### src/rtl/mem_port_arbiter_pkg.sv
// Shared definitions for the fetch/data memory port arbiter.
// Contents:
//   MEM_* access codes for the data port (3-bit function code)
//   ARB_TAG_* values and arb_tag_e, the tag of the access currently in flight
//   fn_is_store(): true for SB/SH/SW
package mem_port_arbiter_pkg;

  localparam logic [2:0] MEM_LB  = 3'd0;
  localparam logic [2:0] MEM_LH  = 3'd1;
  localparam logic [2:0] MEM_LW  = 3'd2;
  localparam logic [2:0] MEM_SB  = 3'd3;
  localparam logic [2:0] MEM_LBU = 3'd4;
  localparam logic [2:0] MEM_LHU = 3'd5;
  localparam logic [2:0] MEM_SH  = 3'd6;
  localparam logic [2:0] MEM_SW  = 3'd7;

  localparam logic [1:0] ARB_TAG_IDLE  = 2'd0;
  localparam logic [1:0] ARB_TAG_FETCH = 2'd1;
  localparam logic [1:0] ARB_TAG_DATA  = 2'd2;

  typedef enum logic [1:0] {
    TagIdle  = ARB_TAG_IDLE,
    TagFetch = ARB_TAG_FETCH,
    TagData  = ARB_TAG_DATA
  } arb_tag_e;

  function automatic logic fn_is_store(input logic [2:0] fn);
    return (fn == MEM_SB) || (fn == MEM_SH) || (fn == MEM_SW);
  endfunction

endpackage

### src/rtl/mem_lane_align.sv
// Byte-lane alignment for a 32-bit word memory (purely combinational).
// Request side (issue cycle):
//   i_req_fn, i_req_addr_lo, i_wdata -> o_be (0 for loads/misaligned), o_wdata_lane, o_misalign
// Response side (cycle after issue, from the registered fn/addr):
//   i_rsp_fn, i_rsp_addr_lo, i_rdata -> o_rdata_ext (sign/zero-extended load, 0 for stores)
module mem_lane_align
  import mem_port_arbiter_pkg::*;
(
  input  logic [2:0]  i_req_fn,
  input  logic [1:0]  i_req_addr_lo,
  input  logic [31:0] i_wdata,
  input  logic [2:0]  i_rsp_fn,
  input  logic [1:0]  i_rsp_addr_lo,
  input  logic [31:0] i_rdata,
  output logic [3:0]  o_be,
  output logic [31:0] o_wdata_lane,
  output logic [31:0] o_rdata_ext,
  output logic        o_misalign
);

  logic [7:0]  w_byte;
  logic [15:0] w_half;

  always_comb begin
    o_be         = 4'b0000;
    o_wdata_lane = 32'h0;
    o_misalign   = 1'b0;
    case (i_req_fn)
      MEM_SB: begin
        o_be         = 4'b0001 << i_req_addr_lo;
        o_wdata_lane = {4{i_wdata[7:0]}};
      end
      MEM_SH: begin
        o_be         = 4'b0011 << {i_req_addr_lo[1], 1'b0};
        o_wdata_lane = {2{i_wdata[15:0]}};
        o_misalign   = i_req_addr_lo[0];
      end
      MEM_SW: begin
        o_be         = 4'b1111;
        o_wdata_lane = i_wdata;
        o_misalign   = |i_req_addr_lo;
      end
      MEM_LH, MEM_LHU: o_misalign = i_req_addr_lo[0];
      MEM_LW:          o_misalign = |i_req_addr_lo;
      default: ;
    endcase
    // A misaligned access still occupies the port but must never write.
    if (o_misalign) o_be = 4'b0000;
  end

  always_comb begin
    case (i_rsp_addr_lo)
      2'd0:    w_byte = i_rdata[7:0];
      2'd1:    w_byte = i_rdata[15:8];
      2'd2:    w_byte = i_rdata[23:16];
      default: w_byte = i_rdata[31:24];
    endcase
    w_half = i_rsp_addr_lo[1] ? i_rdata[31:16] : i_rdata[15:0];
  end

  always_comb begin
    case (i_rsp_fn)
      MEM_LBU:                o_rdata_ext = {24'h0, w_byte};
      MEM_LH:                 o_rdata_ext = {{16{w_half[15]}}, w_half};
      MEM_LHU:                o_rdata_ext = {16'h0, w_half};
      MEM_LW:                 o_rdata_ext = i_rdata;
      MEM_SB, MEM_SH, MEM_SW: o_rdata_ext = 32'h0;
      // Anything unrecognised behaves as LB.
      default:                o_rdata_ext = {{24{w_byte[7]}}, w_byte};
    endcase
  end

endmodule

### src/rtl/mem_port_arbiter.sv
// Arbitrates one single-ported synchronous word memory between the fetch port (i_if_*)
// and the data port (i_d_*). One grant per cycle, read data one cycle after the grant.
// Ports:
//   i_clk, i_rst_n                 clock, asynchronous active-low reset
//   i_if_req/i_if_addr/i_if_kill   fetch request (held until o_if_gnt), pc, redirect kill
//   o_if_gnt/o_if_rvalid/o_if_rdata fetch grant and instruction response
//   i_d_req/i_d_fn/i_d_addr/i_d_wdata data request (held until o_d_gnt)
//   o_d_gnt/o_d_rvalid/o_d_rdata/o_d_err data grant, response and misalign error
//   o_m_en/o_m_be/o_m_addr/o_m_wdata memory macro command; i_m_rdata macro read data
module mem_port_arbiter
  import mem_port_arbiter_pkg::*;
#(
  parameter int unsigned DATA_LEN    = 32,
  parameter int unsigned MAX_D_BURST = 4
) (
  input  logic                i_clk,
  input  logic                i_rst_n,
  input  logic                i_if_req,
  input  logic [DATA_LEN-1:0] i_if_addr,
  input  logic                i_if_kill,
  output logic                o_if_gnt,
  output logic                o_if_rvalid,
  output logic [DATA_LEN-1:0] o_if_rdata,
  input  logic                i_d_req,
  input  logic [2:0]          i_d_fn,
  input  logic [DATA_LEN-1:0] i_d_addr,
  input  logic [DATA_LEN-1:0] i_d_wdata,
  output logic                o_d_gnt,
  output logic                o_d_rvalid,
  output logic [DATA_LEN-1:0] o_d_rdata,
  output logic                o_d_err,
  output logic                o_m_en,
  output logic [3:0]          o_m_be,
  output logic [DATA_LEN-1:0] o_m_addr,
  output logic [DATA_LEN-1:0] o_m_wdata,
  input  logic [DATA_LEN-1:0] i_m_rdata
);

  localparam logic [3:0] MaxBurst = MAX_D_BURST[3:0];

  logic [3:0]          r_d_cnt;
  arb_tag_e            r_tag;
  logic [2:0]          r_fn;
  logic [1:0]          r_addr_lo;
  logic                r_err;

  logic                w_if_ok;
  logic                w_force_if;
  logic                w_if_gnt;
  logic                w_d_gnt;
  logic [3:0]          w_d_cnt_next;
  logic [3:0]          w_be;
  logic [DATA_LEN-1:0] w_wdata_lane;
  logic [DATA_LEN-1:0] w_rdata_ext;
  logic                w_misalign;
  logic                w_unused_if_addr_lo;

  // Fetches are word aligned; the low pc bits carry no information here.
  assign w_unused_if_addr_lo = ^i_if_addr[1:0];

  mem_lane_align u_lane (
    .i_req_fn      (i_d_fn),
    .i_req_addr_lo (i_d_addr[1:0]),
    .i_wdata       (i_d_wdata),
    .i_rsp_fn      (r_fn),
    .i_rsp_addr_lo (r_addr_lo),
    .i_rdata       (i_m_rdata),
    .o_be          (w_be),
    .o_wdata_lane  (w_wdata_lane),
    .o_rdata_ext   (w_rdata_ext),
    .o_misalign    (w_misalign)
  );

  // Data wins by default; a fetch that has waited out MAX_D_BURST data grants takes the
  // port. A killed fetch is not eligible, so data may still go in that cycle.
  always_comb begin
    w_if_ok    = i_rst_n & i_if_req & ~i_if_kill;
    w_force_if = w_if_ok & (r_d_cnt == MaxBurst);
    w_d_gnt    = i_rst_n & i_d_req & ~w_force_if;
    w_if_gnt   = w_if_ok & ~w_d_gnt;
  end

  always_comb begin
    w_d_cnt_next = r_d_cnt;
    if (w_if_gnt || !i_if_req) begin
      w_d_cnt_next = 4'd0;
    end else if (w_d_gnt && (r_d_cnt != MaxBurst)) begin
      w_d_cnt_next = r_d_cnt + 4'd1;
    end
  end

  always_ff @(posedge i_clk or negedge i_rst_n) begin
    if (!i_rst_n) begin
      r_d_cnt   <= 4'd0;
      r_tag     <= TagIdle;
      r_fn      <= MEM_LB;
      r_addr_lo <= 2'd0;
      r_err     <= 1'b0;
    end else begin
      r_d_cnt <= w_d_cnt_next;
      if (w_d_gnt) begin
        r_tag     <= TagData;
        r_fn      <= i_d_fn;
        r_addr_lo <= i_d_addr[1:0];
        r_err     <= w_misalign;
      end else if (w_if_gnt) begin
        r_tag <= TagFetch;
      end else begin
        r_tag <= TagIdle;
      end
    end
  end

  always_comb begin
    o_if_gnt  = w_if_gnt;
    o_d_gnt   = w_d_gnt;
    o_m_en    = w_if_gnt | w_d_gnt;
    o_m_be    = 4'b0000;
    o_m_addr  = '0;
    o_m_wdata = '0;
    if (w_d_gnt) begin
      o_m_be    = w_be;
      o_m_addr  = {i_d_addr[DATA_LEN-1:2], 2'b00};
      o_m_wdata = w_wdata_lane;
    end else if (w_if_gnt) begin
      o_m_addr = {i_if_addr[DATA_LEN-1:2], 2'b00};
    end
  end

  // Responses: a kill arriving in the response cycle drops the fetched word.
  always_comb begin
    o_if_rvalid = (r_tag == TagFetch) & ~i_if_kill;
    o_if_rdata  = o_if_rvalid ? i_m_rdata : '0;
    o_d_rvalid  = (r_tag == TagData);
    o_d_err     = o_d_rvalid & r_err;
    o_d_rdata   = (o_d_rvalid && !r_err) ? w_rdata_ext : '0;
  end

endmodule

### config.mk
export PLATFORM = sky130hd
export DESIGN_NAME = mem_port_arbiter
export DESIGN_NICKNAME = d
export VERILOG_FILES = /design/src/rtl/mem_port_arbiter_pkg.sv /design/src/rtl/mem_lane_align.sv /design/src/rtl/mem_port_arbiter.sv
export SDC_FILE = /design/constraint.sdc
export NUM_CORES = 1
export LEC_CHECK = 0
export CORE_AREA = 2 2 105 107
export DETAILED_ROUTE_END_ITERATION = 8
export DIE_AREA = 0 0 107 109
export PLACE_DENSITY = 0.76
export REMOVE_ABC_BUFFERS = 1
export SYNTH_ARGS = -nofsm -noshare
export SYNTH_HDL_FRONTEND = slang
export SYNTH_HIERARCHICAL = 1
export SYNTH_SLANG_ARGS = --single-unit
export TNS_END_PERCENT = 50
### constraint.sdc
create_clock -name i_clk -period 2.7 [get_ports i_clk]
set_input_delay 0.54 -clock i_clk [delete_from_list [all_inputs] [get_ports i_clk]]
set_output_delay 0.54 -clock i_clk [all_outputs]
set_load 0.01 [all_outputs]
* Word level (Yosys, flattened, before mapping)
Index checks and enable logic that the tools add are counted.
Storage, ports and cells: bits in registers 12, bits in latches 0, memory bits (writable) 0, memory bits (read-only) 0, output and inout bits 138, memories 0
Operators by class: $add $sub $neg 1, $mul 0, divide/modulo/power cells 0, magnitude comparators 0, eq/ne operators 19, shifts and indexed selects 2, mux-type cells 17, bitwise operators 12, reduce and logical (&&, ||, !) cells 11
Operator list (number):
- $mux 32 | 5
- $pmux 32 s5 | 1
- $pmux 32 s3 | 1
- $pmux 8 s3 | 1
- $eq 3x3->1 const B | 7
- $mux 16 | 1
- $mux 4 | 4
- $eq 3x2->1 const B | 4
- $pmux 4 s3 | 1
- $and 1x1->1 | 8
- $eq 3x1->1 const B | 2
- $reduce_or 3->1 | 2
- $add 4x1->4 const B | 1
- $eq 2x1->1 const B | 2
- $eq 2x2->1 const B | 2
- $eq 4x3->1 const B | 1
- $ne 4x3->1 const B | 1
- $reduce_or 2->1 | 2
- $shl 1x2->4 const A | 1
- $shl 2x2->4 const A | 1
- $not 1->1 | 3
- $logic_and 1x1->1 | 2
- $logic_not 1->1 | 2
- $logic_not 2->1 | 1
- other kinds (6) | 6

* Logic depth before layout (Yosys ltp)
depth after elaboration 9, depth in mapped cells 7

* By module
Netlist, hierarchy kept.
Modules (own cells, without submodules):
- mem_port_arbiter | instances 1, cells each 204, area each 1625.3 µm²
- mem_lane_align | instances 1, cells each 211, area each 1413.9 µm²

* Worst setup path before layout
Ideal clock, no wire load.
path kind in2out, from in i_d_req, to out o_m_addr[22], arrival 1467 ps, required time 2160 ps, setup slack 693 ps, stages on the path 5, path buffers 2, path through and2_1 -> buf_4 -> a21oi_1 -> buf_2 -> a22o_1
Between the ends: cells in the longest elaborated chain, start to end 6
RTL lines:
- start, declared | line mem_port_arbiter.sv:24 | input logic i_d_req,
- $and 1x1->1 (2 in a row) | line mem_port_arbiter.sv:79 | w_d_gnt = i_rst_n & i_d_req & ~w_force_if;
- $not 1->1 | line mem_port_arbiter.sv:80 | w_if_gnt = w_if_ok & ~w_d_gnt;
- $and 1x1->1 | line mem_port_arbiter.sv:80
- via o_if_gnt | line mem_port_arbiter.sv:21 | output logic o_if_gnt,
- $mux 32 | line mem_port_arbiter.sv:125 | end else if (w_if_gnt) begin
- $mux 32 | line mem_port_arbiter.sv:121 | if (w_d_gnt) begin
- end, declared | line mem_port_arbiter.sv:34 | output logic [DATA_LEN-1:0] o_m_addr,
The timed path passes the listed nets, and every way through them passes these cells.

* Worst setup path after layout
from in i_d_fn[2], to out o_m_wdata[15]
Between the ends: cells in the longest elaborated chain, start to end 3, elaborated cells on any way between the ends 5
RTL lines:
- start, declared | line mem_port_arbiter.sv:25 | input logic [2:0] i_d_fn,
- $eq 3x3->1 / $eq 3x2->1 (equally long branches) | line mem_lane_align.sv:28 | case (i_req_fn)
- $pmux 32 s3 * | line mem_lane_align.sv:28
- via w_wdata_lane[15] | line mem_port_arbiter.sv:53 | logic [DATA_LEN-1:0] w_wdata_lane;
- $mux 32 * | line mem_port_arbiter.sv:121
- end, declared | line mem_port_arbiter.sv:35 | output logic [DATA_LEN-1:0] o_m_wdata,
The timed path passes the listed nets; every way through them passes the cells marked *.

==> flow_metrics.tcl <==
set metrics [dict create \
    status "completed" \
    r2r_start "r_d_cnt[1]$_DFFE_PN0P_" \
    dpl.hpwl_um 11500 \
    io_buffer_count 269 \
    syn_area_um2 3040 \
    period_needed_ns 2.65 \
    fin_total_pwr_w 0.00150 \
    r2r_end "r_addr_lo[1]$_DFFE_PN0N_" \
    cts_tree "yes" \
    drive_gt1_frac 0.229 \
    core_um2 10600 \
    final_area_um2 6540 \
    boundaryPins 274 \
    grt_pass1_wl_um 21800 \
    cts_buffers 3 \
    clk_latency_ns 0.24 \
    gr-total-overflow 0 \
    cts_root_buffer "clkbuf_8" \
    r2r_cells 7 \
    start_util 0.287 \
    ys_seq_elements 12 \
    nNetsFinal 876 \
    antenna_cells 0 \
    synth_cell_types 56 \
    synthFlopType "dfrtp_1" \
    cp.arrival_ns 2.11 \
    routed_wirelength_um 14600 \
    fp.dieH_um 109 \
    fmax_mhz 377 \
    antenna_left 0 \
    crit_required_ns 2.16 \
    drc 0 \
    rsz0062_at_grt "false" \
    wl_per_cell_um 16.6 \
    clock_sinks 12 \
    crit_type "in2out" \
    powerDensity_nw_per_um2 230 \
    via_count 4382 \
    hold_buffers 0 \
    synth_edf_count 0 \
    die-area_um2 11700 \
    power_leakage_nw 3.39 \
    yosysSeqAreaShare 0.0988 \
    hold_path_class "in2async" \
    first_pass_iters 5 \
    yosysWarnings 6 \
    critPathMaxFanout 13 \
    track_usage 0.233 \
    setup_violations 0 \
    syn_to_final_growth_pct 115 \
    yosysMostFrequentCell "and2_1" \
    viasPerCell 5.00 \
    h-tree-depth 1 \
    cts_max_path_buffers 2 \
    drt_iter0_markers 213 \
    yosysTopAreaCell "and2_1" \
    dpl_cell_area_um2 6200 \
    max-vdd-ir-drop_mv 0.107 \
    fp.dieW_um 107 \
    syn-mean-instance-area_um2 7.32 \
    clock-skew-final_ns 0.00263 \
    rows 38 \
    clk_pin_slew_ns 0.05 \
    end_kind "primary output" \
    final_max_slew_viol_count 0 \
    maxCapViolations 0 \
    netlist_top_cells_area "and2_1 23%, dfrtp_1 9.9%, a22o_1 8.6%, mux2i_1 5.3%, mux2_2 4.4%" \
    gp_congestion 0.867 \
    antenna_found_initial 0 \
    startpoint_type "primary input" \
    first_global_vias 4371 \
    async_flop_share 1.00 \
    timing.final.hold_violations 0 \
    synthTopCellsByCount "112 x and2_1, 34 x nand2_1, 30 x a22o_1" \
    r2r_slack_ns 0.82 \
    syn_inst 415 \
    synth.top_cell.area_share 0.231 \
    finalCritPeriodShare 0.982 \
    grt_max_degree 33 \
]
[final cells by class]
class	count	area (µm²)
inverter	5	20.0
tap	140	175
multi-input combinational	356	2550
sequential	12	305
clock buffer	4	55.1
fill	965	4070
timing repair buffer	360	3430
[state kept, by name (all words and copies together), names as in the netlist]
register / flops
r_err: 1
r_d_cnt: 4
r_fn: 3
r_tag: 2
r_addr_lo: 2
[worst max-delay path: stages]
cell and delay, ns:
clkdlybuf4s15_2 0.22, bufbuf_16 0.29, nor2b_2 0.13, buf_4 0.17
buf_4 0.11, buf_4 0.11, a21oi_1 0.06, nor2_1 0.10
and2_1 0.12, clkdlybuf4s15_1 0.26
[what timing repair did]
action	4_1_cts	5_1_grt
setup endpoints to repair	133	43
resized for setup	223	24
gates cloned	4	0
setup buffers	12	14
endpoints found under the hold margin	0	0
pin swaps	4	1
[worst max path at each step]
stage / from / endpoint / slack, ns / depth (start not counted)
CTS: r_addr_lo[1]$_DFFE_PN0N_ / o_d_rdata[1] / -0.01 / 6
global placement: i_rst_n / o_m_wdata[23] / -0.36 / 6
global route: i_if_kill / o_if_rdata[24] / 0.0005 / 7
detailed placement: i_rst_n / o_m_wdata[23] / -0.41 / 6
floorplan: r_d_cnt[0]$_DFFE_PN0P_ / o_m_addr[10] / -0.28 / 5
finish: i_d_fn[2] / o_m_wdata[15] / 0.05 / 10
[routing by layer]
metal	up-vias	wire (µm)	GRT usage
met3	30	1090	0.0418
met2	221	7820	0.476
met4	0	464	0.0835
met5	-	0	0
met1	2013	5210	0.232
li1	2118	-	-
[cells in the final DEF, fill, tap and decap left out, types with 5 or more instances in the layout]
master and count:
buf_2 23, dfrtp_1 8, o221ai_1 8, a21oi_1 16, dlygate4sd2_1 84, mux2_2 11
mux2i_1 14, buf_4 69, a22oi_1 12, mux2_4 5, o21ai_1 18, a221o_1 7
nor2b_1 5, nand2_1 34, and2_1 111, buf_12 10, a211oi_1 5, buf_6 7
a22o_1 30, clkdlybuf4s50_1 139, dlymetal6s2s_1 14, nor2_1 25
[cells by family (layout without fill, tap and decap cells)]
kind of cell | after synthesis | after routing | synth area share
AND/OR/NAND/NOR | 203 | 203 | 0.394
AO/OA/AOI/OAI | 116 | 116 | 0.289
buffers and inverters | 48 | 369 | 0.0889
multiplexers | 32 | 32 | 0.117
flip-flops | 12 | 12 | 0.0988
adder cells (fa/ha/maj) | 2 | 2 | 0.00823
other | 1 | 2 | 0.00123
XOR/XNOR | 1 | 1 | 0.00288
[stage by stage]
stage	std cells	setup slack (ns)	util	setup TNS [ns]	hold WS (ns)
floorplan	373	-0.281	-	-15.33	0.244
global placement	843	-0.364	0.585	-28.91	0.534
detailed placement	843	-0.408	0.585	-32.07	0.536
CTS	863	-0.0119	0.603	-0.0119	0.505
global route	877	0.000526	0.616	0	0.532
finish	877	0.0484	0.616	0	0.512
[where the power goes]
| part | internal (W) | total, W | leakage (nW) | switching (W) |
|---|---|---|---|---|
| sequential | 0.000199 | 0.000229 | 0.149 | 0.0000305 |
| combinational | 0.000637 | 0.00108 | 3.21 | 0.000445 |
| clock | 0.000129 | 0.000193 | 0.0288 | 0.0000644 |
(Power assumes the default switching activity.)
